## config.mk

```make
export PLATFORM = sky130hd
export DESIGN_NAME = led_shift_sequencer_flat
export DESIGN_NICKNAME = d
export VERILOG_FILES = /design/src/rtl/led_shift_sequencer_pkg.sv /design/src/rtl/led_shift_sequencer_if.sv /design/src/rtl/led_shift_sequencer_strobe_div.sv /design/src/rtl/led_shift_sequencer.sv /design/src/flat_wrapper.sv
export SDC_FILE = /design/constraint.sdc
export NUM_CORES = 1
export LEC_CHECK = 0
export CORE_MARGIN = 1
export CORE_UTILIZATION = 30
export DETAILED_ROUTE_END_ITERATION = 12
export PLACE_DENSITY = 0.63
export SYNTH_ARGS = -nofsm -noshare
export SYNTH_HDL_FRONTEND = slang
export SYNTH_SLANG_ARGS = --single-unit
```

## constraint.sdc

```tcl
create_clock -name clk -period 2.2 [get_ports clk]
set_input_delay 0.66 -clock clk [delete_from_list [all_inputs] [get_ports clk]]
set_output_delay 0.66 -clock clk [all_outputs]
set_load 0.005 [all_outputs]
```

## src/rtl/led_shift_sequencer_pkg.sv

```systemverilog
// Shared types and constants for the LED timing blocks.
package led_ctrl_pkg;

  typedef enum logic [1:0] {
    IDLE  = 2'd0,
    SHIFT = 2'd1,
    LATCH = 2'd2
  } seq_state_e;

  localparam int DEF_WIDTH = 8;
  localparam int DEF_CHAIN = 4;
  localparam int DEF_DIV   = 1;

  // Counter width for a 0..n-1 counter, never narrower than one bit.
  function automatic int cnt_w(input int n);
    return ($clog2(n) < 1) ? 1 : $clog2(n);
  endfunction

endpackage

```

## src/rtl/led_shift_sequencer_if.sv

```systemverilog
// Frame handshake between the frame source (master) and the sequencer (slave).
interface led_shift_sequencer_if
  import led_ctrl_pkg::*;
#(
  parameter int N = DEF_WIDTH * DEF_CHAIN
);
  logic [N-1:0] frame_data;
  logic         frame_valid;
  logic         frame_ready;

  modport master (output frame_data, frame_valid, input frame_ready);
  modport slave  (input frame_data, frame_valid, output frame_ready);
endinterface

```

## src/rtl/led_shift_sequencer_strobe_div.sv

```systemverilog
// Clock divider: counts 0..DIV-1 while run is high and flags the wrap cycle.
// strobe is registered and high during the cycle whose count is DIV-1;
// strobe_nxt is its next value so callers can register aligned outputs.
module strobe_div
  import led_ctrl_pkg::*;
#(
  parameter int DIV = DEF_DIV
) (
  input  logic clk,
  input  logic reset,
  input  logic clear,
  input  logic run,
  output logic strobe,
  output logic strobe_nxt
);
  localparam int CW = cnt_w(DIV);
  localparam logic [CW-1:0] TERM = CW'(DIV - 1);

  logic [CW-1:0] cnt, cnt_nxt;

  // Next count: clear wins; holds when not running; wraps at DIV-1.
  always_comb begin
    cnt_nxt = cnt;
    if (clear)    cnt_nxt = '0;
    else if (run) cnt_nxt = (cnt == TERM) ? '0 : cnt + 1'b1;
    strobe_nxt = run && (cnt_nxt == TERM);
  end

  // Counter and strobe registers.
  always_ff @(posedge clk) begin
    if (!reset) begin
      cnt    <= '0;
      strobe <= 1'b0;
    end else begin
      cnt    <= cnt_nxt;
      strobe <= strobe_nxt;
    end
  end
endmodule

```

## src/rtl/led_shift_sequencer.sv

```systemverilog
// Serialises one parallel frame MSB-first into an enable-low shift-register
// chain, then pulses latch. Outputs are registered from next-state values so
// each one lines up with the internal state of the cycle it is visible in.
// Optional: define LED_SEQ_BLANK_EN to add the blank output.
module led_shift_sequencer
  import led_ctrl_pkg::*;
#(
  parameter int WIDTH = DEF_WIDTH,
  parameter int CHAIN = DEF_CHAIN,
  parameter int DIV   = DEF_DIV
) (
  input  logic                  clk,
  input  logic                  reset,
  led_shift_sequencer_if.slave  frm,
  output logic                  sdata,
  output logic                  sen_n,
  output logic                  latch,
`ifdef LED_SEQ_BLANK_EN
  output logic                  blank,
`endif
  output logic                  busy
);
  localparam int N  = WIDTH * CHAIN;
  localparam int BW = cnt_w(N);
  localparam logic [BW-1:0] LAST = BW'(N - 1);

  seq_state_e    state, state_nxt;
  logic [N-1:0]  shadow, shadow_nxt;
  logic [BW-1:0] bitc, bitc_nxt;
  logic          ready_q, take, run, stb, stb_nxt;
  logic          ready_d, sdata_d, sen_n_d, latch_d, busy_d;

  assign take           = frm.frame_valid && ready_q;
  assign run            = (state_nxt == SHIFT);
  assign frm.frame_ready = ready_q;

  strobe_div #(.DIV(DIV)) u_div (
    .clk        (clk),
    .reset      (reset),
    .clear      (take),
    .run        (run),
    .strobe     (stb),
    .strobe_nxt (stb_nxt)
  );

  // State, shadow and bit counter registers.
  always_ff @(posedge clk) begin
    if (!reset) begin
      state  <= IDLE;
      shadow <= '0;
      bitc   <= '0;
    end else begin
      state  <= state_nxt;
      shadow <= shadow_nxt;
      bitc   <= bitc_nxt;
    end
  end

  // Next state: leave SHIFT on the strobe of the last bit.
  always_comb begin
    state_nxt = state;
    case (state)
      IDLE:    if (take) state_nxt = SHIFT;
      SHIFT:   if (stb && bitc == LAST) state_nxt = LATCH;
      LATCH:   state_nxt = IDLE;
      default: state_nxt = IDLE;
    endcase
  end

  // Datapath: capture on transfer, shift and count on each strobe.
  always_comb begin
    shadow_nxt = shadow;
    bitc_nxt   = bitc;
    if (take) begin
      shadow_nxt = frm.frame_data;
      bitc_nxt   = '0;
    end else if (state == SHIFT && stb) begin
      shadow_nxt = shadow << 1;
      if (bitc != LAST) bitc_nxt = bitc + 1'b1;
    end
  end

  // Output decode from next-state values; sdata holds between strobes.
  always_comb begin
    ready_d = (state_nxt == IDLE);
    busy_d  = (state_nxt != IDLE);
    latch_d = (state_nxt == LATCH);
    sen_n_d = !stb_nxt;
    sdata_d = stb_nxt ? shadow_nxt[N-1] : sdata;
  end

  // Output registers.
  always_ff @(posedge clk) begin
    if (!reset) begin
      ready_q <= 1'b1;
      sdata   <= 1'b0;
      sen_n   <= 1'b1;
      latch   <= 1'b0;
      busy    <= 1'b0;
    end else begin
      ready_q <= ready_d;
      sdata   <= sdata_d;
      sen_n   <= sen_n_d;
      latch   <= latch_d;
      busy    <= busy_d;
    end
  end

`ifdef LED_SEQ_BLANK_EN
  // Blank from the first shift cycle until the latch pulse has been issued.
  always_ff @(posedge clk) begin
    if (!reset)              blank <= 1'b1;
    else if (take)           blank <= 1'b1;
    else if (state == LATCH) blank <= 1'b0;
  end
`endif
endmodule
```

## src/flat_wrapper.sv

```systemverilog
// flat-port wrapper written by rule: the top's interface ports become plain ports
module led_shift_sequencer_flat import led_ctrl_pkg::*;
#(
  parameter int WIDTH = DEF_WIDTH,
  parameter int CHAIN = DEF_CHAIN,
  parameter int DIV   = DEF_DIV
)
  (clk, reset, sdata, sen_n, latch, busy, frm_frame_data, frm_frame_valid, frm_frame_ready);
  led_shift_sequencer_if frm_i ();
  input  logic clk;
  input  logic reset;
  output logic sdata;
  output logic sen_n;
  output logic latch;
  output logic busy;
  input wire logic [$bits(frm_i.frame_data)-1:0] frm_frame_data;
  input wire logic [$bits(frm_i.frame_valid)-1:0] frm_frame_valid;
  output wire logic [$bits(frm_i.frame_ready)-1:0] frm_frame_ready;
  assign frm_i.frame_data = frm_frame_data;
  assign frm_i.frame_valid = frm_frame_valid;
  assign frm_frame_ready = frm_i.frame_ready;
  led_shift_sequencer #(.WIDTH(WIDTH), .CHAIN(CHAIN), .DIV(DIV)) u_core (.clk(clk), .reset(reset), .frm(frm_i), .sdata(sdata), .sen_n(sen_n), .latch(latch), .busy(busy));
endmodule
```

==> results of run 1 <==
==> logic make-up (layout without fill, tap and decap cells) <==
logic type	after synthesis	count (layout)	share of synthesized area (%)
AO/OA/AOI/OAI	74	74	22.9
XOR/XNOR	1	1	0.476
adder cells (fa/ha/maj)	2	2	1.36
buffers and inverters	17	53	3.88
flip-flops	45	45	48.9
multiplexers	2	2	1.16
AND/OR/NAND/NOR	88	88	21.3
==> path summary, 6_finish.rpt <==
path	start	endpoint	slack [ns]	cells after the start
min reg2reg	u_core.shadow[29]	u_core.shadow[30]	0.47	2
max reg2reg	u_core.bitc[0]	u_core.sdata	0.32	6
min	u_core.shadow[29]	u_core.shadow[30]	0.47	2
max	u_core.frm.frame_ready	frm_frame_ready	0.28	1
==> state kept, by name, summed over array words and instances (netlist names) <==
| signal | flops |
|---|---|
| u_core.busy | 1 |
| u_core.bitc | 5 |
| u_core.latch | 1 |
| u_core.shadow | 32 |
| u_core.state | 2 |
| u_core.sen_n | 1 |
| u_core.sdata | 1 |
| u_core.frm.frame_ready | 1 |
| u_core.u_div.strobe | 1 |
==> routing by layer <==
layer	vias up	routed length (um)
li1	871	-
met1	755	1860
met2	38	1810
met3	6	190
met4	0	67
met5	-	0
==> placed cells by master (no fill, tap or decap) <==
master,instances
sky130_fd_sc_hd__or3_1,1
sky130_fd_sc_hd__dfxtp_1,45
sky130_fd_sc_hd__xnor2_1,1
sky130_fd_sc_hd__ha_1,2
sky130_fd_sc_hd__clkinvlp_4,1
sky130_fd_sc_hd__nand3_1,3
sky130_fd_sc_hd__or4_1,1
sky130_fd_sc_hd__mux2i_1,1
sky130_fd_sc_hd__and2_1,3
sky130_fd_sc_hd__nor2_1,3
sky130_fd_sc_hd__clkbuf_8,6
sky130_fd_sc_hd__buf_4,6
sky130_fd_sc_hd__and3_1,4
sky130_fd_sc_hd__a21oi_1,6
sky130_fd_sc_hd__clkdlybuf4s50_1,39
sky130_fd_sc_hd__o31ai_1,2
sky130_fd_sc_hd__buf_12,1
sky130_fd_sc_hd__a31oi_1,30
sky130_fd_sc_hd__nand2b_1,1
sky130_fd_sc_hd__o21ai_0,33
sky130_fd_sc_hd__nand3b_4,1
sky130_fd_sc_hd__nor3_1,1
sky130_fd_sc_hd__nand2_1,68
sky130_fd_sc_hd__mux2_2,1
sky130_fd_sc_hd__and4bb_2,1
sky130_fd_sc_hd__o311ai_0,1
sky130_fd_sc_hd__a21boi_0,2
sky130_fd_sc_hd__and3b_1,1
==> power breakdown <==
group          internal, mW  switching (mW)  leakage [nW]
clock                 0.248           0.263        0.0433
sequential            0.876          0.0343         0.372
combinational         0.126           0.108         0.473
==> final cells by class <==
type,count,share of cell area [%]
sequential,45,37.4
multi-input combinational,167,36.1
timing repair buffer,46,18.9
tap,75,3.90
clock buffer,6,3.43
clock inverter,1,0.312
==> metrics by stage <==
step / setup WS (ns) / hold slack, ns / instances / cell area [um2] / power [mW]
2_1_floorplan: 0.501 / 0.448 / 229 / 1840 / 1.05
3_3_place_gp: 0.238 / 0.455 / 333 / 2320 / 1.16
3_5_place_dp: 0.165 / 0.461 / 333 / 2320 / 1.16
4_1_cts: 0.256 / 0.469 / 340 / 2410 / 1.68
5_1_grt: 0.183 / 0.491 / 340 / 2410 / 1.76
6_report: 0.283 / 0.466 / 340 / 2410 / 1.66
==> metrics.txt, run 1 <==
total standard cell area after synthesis 1840 um2; Max Root-Sink Buffers 2; CTS root buf sky130_fd_sc_hd__clkbuf_8; post-cts hold buffer count 0; 1st-pass router iterations 4; required time at the endpoint of the critical path 1.54 ns; Antenna Cells 0; outcome finished clean; Critical Path Sink Type output pin; max-slew violation count 0; max_cap viols 0; Buffers & Inverters on Critical Path 1; HPWL reported at the end of detailed placement 2680 um; Vert. Die Dim 80.3 um; number of sinks on the clock net 45; post-synth cell types 26; met3 usage in global routing 3.64%; area occupied by registers 901 um2; floorplan die width 80.3 um; worst slew pin tran 0.352 ns; I/O pin count 40; number of DRC violations after detailed-routing iteration 0 103; setup clock skew after layout 0.00731 ns; count of unresolved DRC violations after routing 0; post-synthesis sequential element count 45; core occupancy in the finished layout 40.7%; first-pass GRT wire length 6720 um; Worst-Skew Late Latency 0.29 ns; synthesis-to-finish area growth 30.9%; Hold Crit Class reg -> reg; Core Area 5920 um2; maximum fanout along the worst path 7; number of gates resized after cts 0; antenna violations before repair 0; dominant cell by count in the synthesized netlist sky130_fd_sc_hd__nand2_1; critical path startpoint category register; slowest library cell on the worst path sky130_fd_sc_hd__clkdlybuf4s50_1; number of levels in the clock H-tree 2; post-synthesis average cell area 8.04 um2; part of the Yosys area used for sequential elements 48.9%; areal power density over the cells 687 nW/um2; vias after detailed routing 1,670; global-route usage over all layers 13.5%; post-synthesis cell type with the largest combined area sky130_fd_sc_hd__dfxtp_1; number of synthesized flops with an enable pin 0; TritonCTS clock tree done; area of combinational cells with multiple inputs 868 um2; number of global-route vias before repair 1,543; total length of routed wires 3940 um; maximum resistive drop on vdd 267 uV; peak per-stage delay on the critical path 0.54 ns; RSZ-0062 raised after global routing false; IO Port Bufs 39; final period demand of the worst path 1.92 ns; net total in the final layout 302; share of flip-flops with an asynchronous set or reset after synthesis 0%; final setup violation count 0; worst slew slack as a fraction of its limit 76.3%; number of warnings issued by yosys 0; Post-Synthesis Net Count 266; Initial Utilization 31.1%; RD Place Congestion 0.761; post-CTS clock slew at the launch and capture registers of the worst setup and hold paths 0.08 ns; Die ar. 6450 um2; number of failing hold endpoints at the final stage 0; largest cells by area after synthesis sky130_fd_sc_hd__dfxtp_1 49%, sky130_fd_sc_hd__nand2_1 14%, sky130_fd_sc_hd__a31oi_1 10%; GR Layer Usage met2 22.6%; sum of negative setup slack 0 ns; CP delay by family, top buffers and inverters; leakage component of the power 0.888 nW; Critical Path AT 1.26 ns; Synth Instances 229; number of inserted filler cells in the final layout 621; highest clock frequency the design can meet 0.522 GHz; via/cell ratio 4.91; clock buffers created by TritonCTS 5; met1 usage in global routing 16.4%; leading cell types by count after synthesis 68 x sky130_fd_sc_hd__nand2_1, 45 x sky130_fd_sc_hd__dfxtp_1, 33 x sky130_fd_sc_hd__o21ai_0, 30 x sky130_fd_sc_hd__a31oi_1, 10 x sky130_fd_sc_hd__clkbuf_1; Synth top area share 48.9%; dominant register cell in the synthesized netlist sky130_fd_sc_hd__dfxtp_1; detailed-route wire length per cell 11.6 um; maximum number of pins on one net before global-route repair 44; fraction of layout cells with a size suffix above 1 6.42%; number of rows in the core area 28; type of the worst setup path reg -> out; crit path cell chain clkdlybuf4s50_1; antenna viol nets, final 0; Tcrit/Tclk final 87.1%; gr ovfl total 0; Post-CTS Setup Bufs 0; grt peak-use layer met2
Power figures use the tool's default switching activity.
==> run 2: changes to the inputs <==
SKIP_LAST_GASP = 1   (was default)
==> results of run 2 <==
Same layout as run 1: the final DEF is identical, and so are final timing and power.
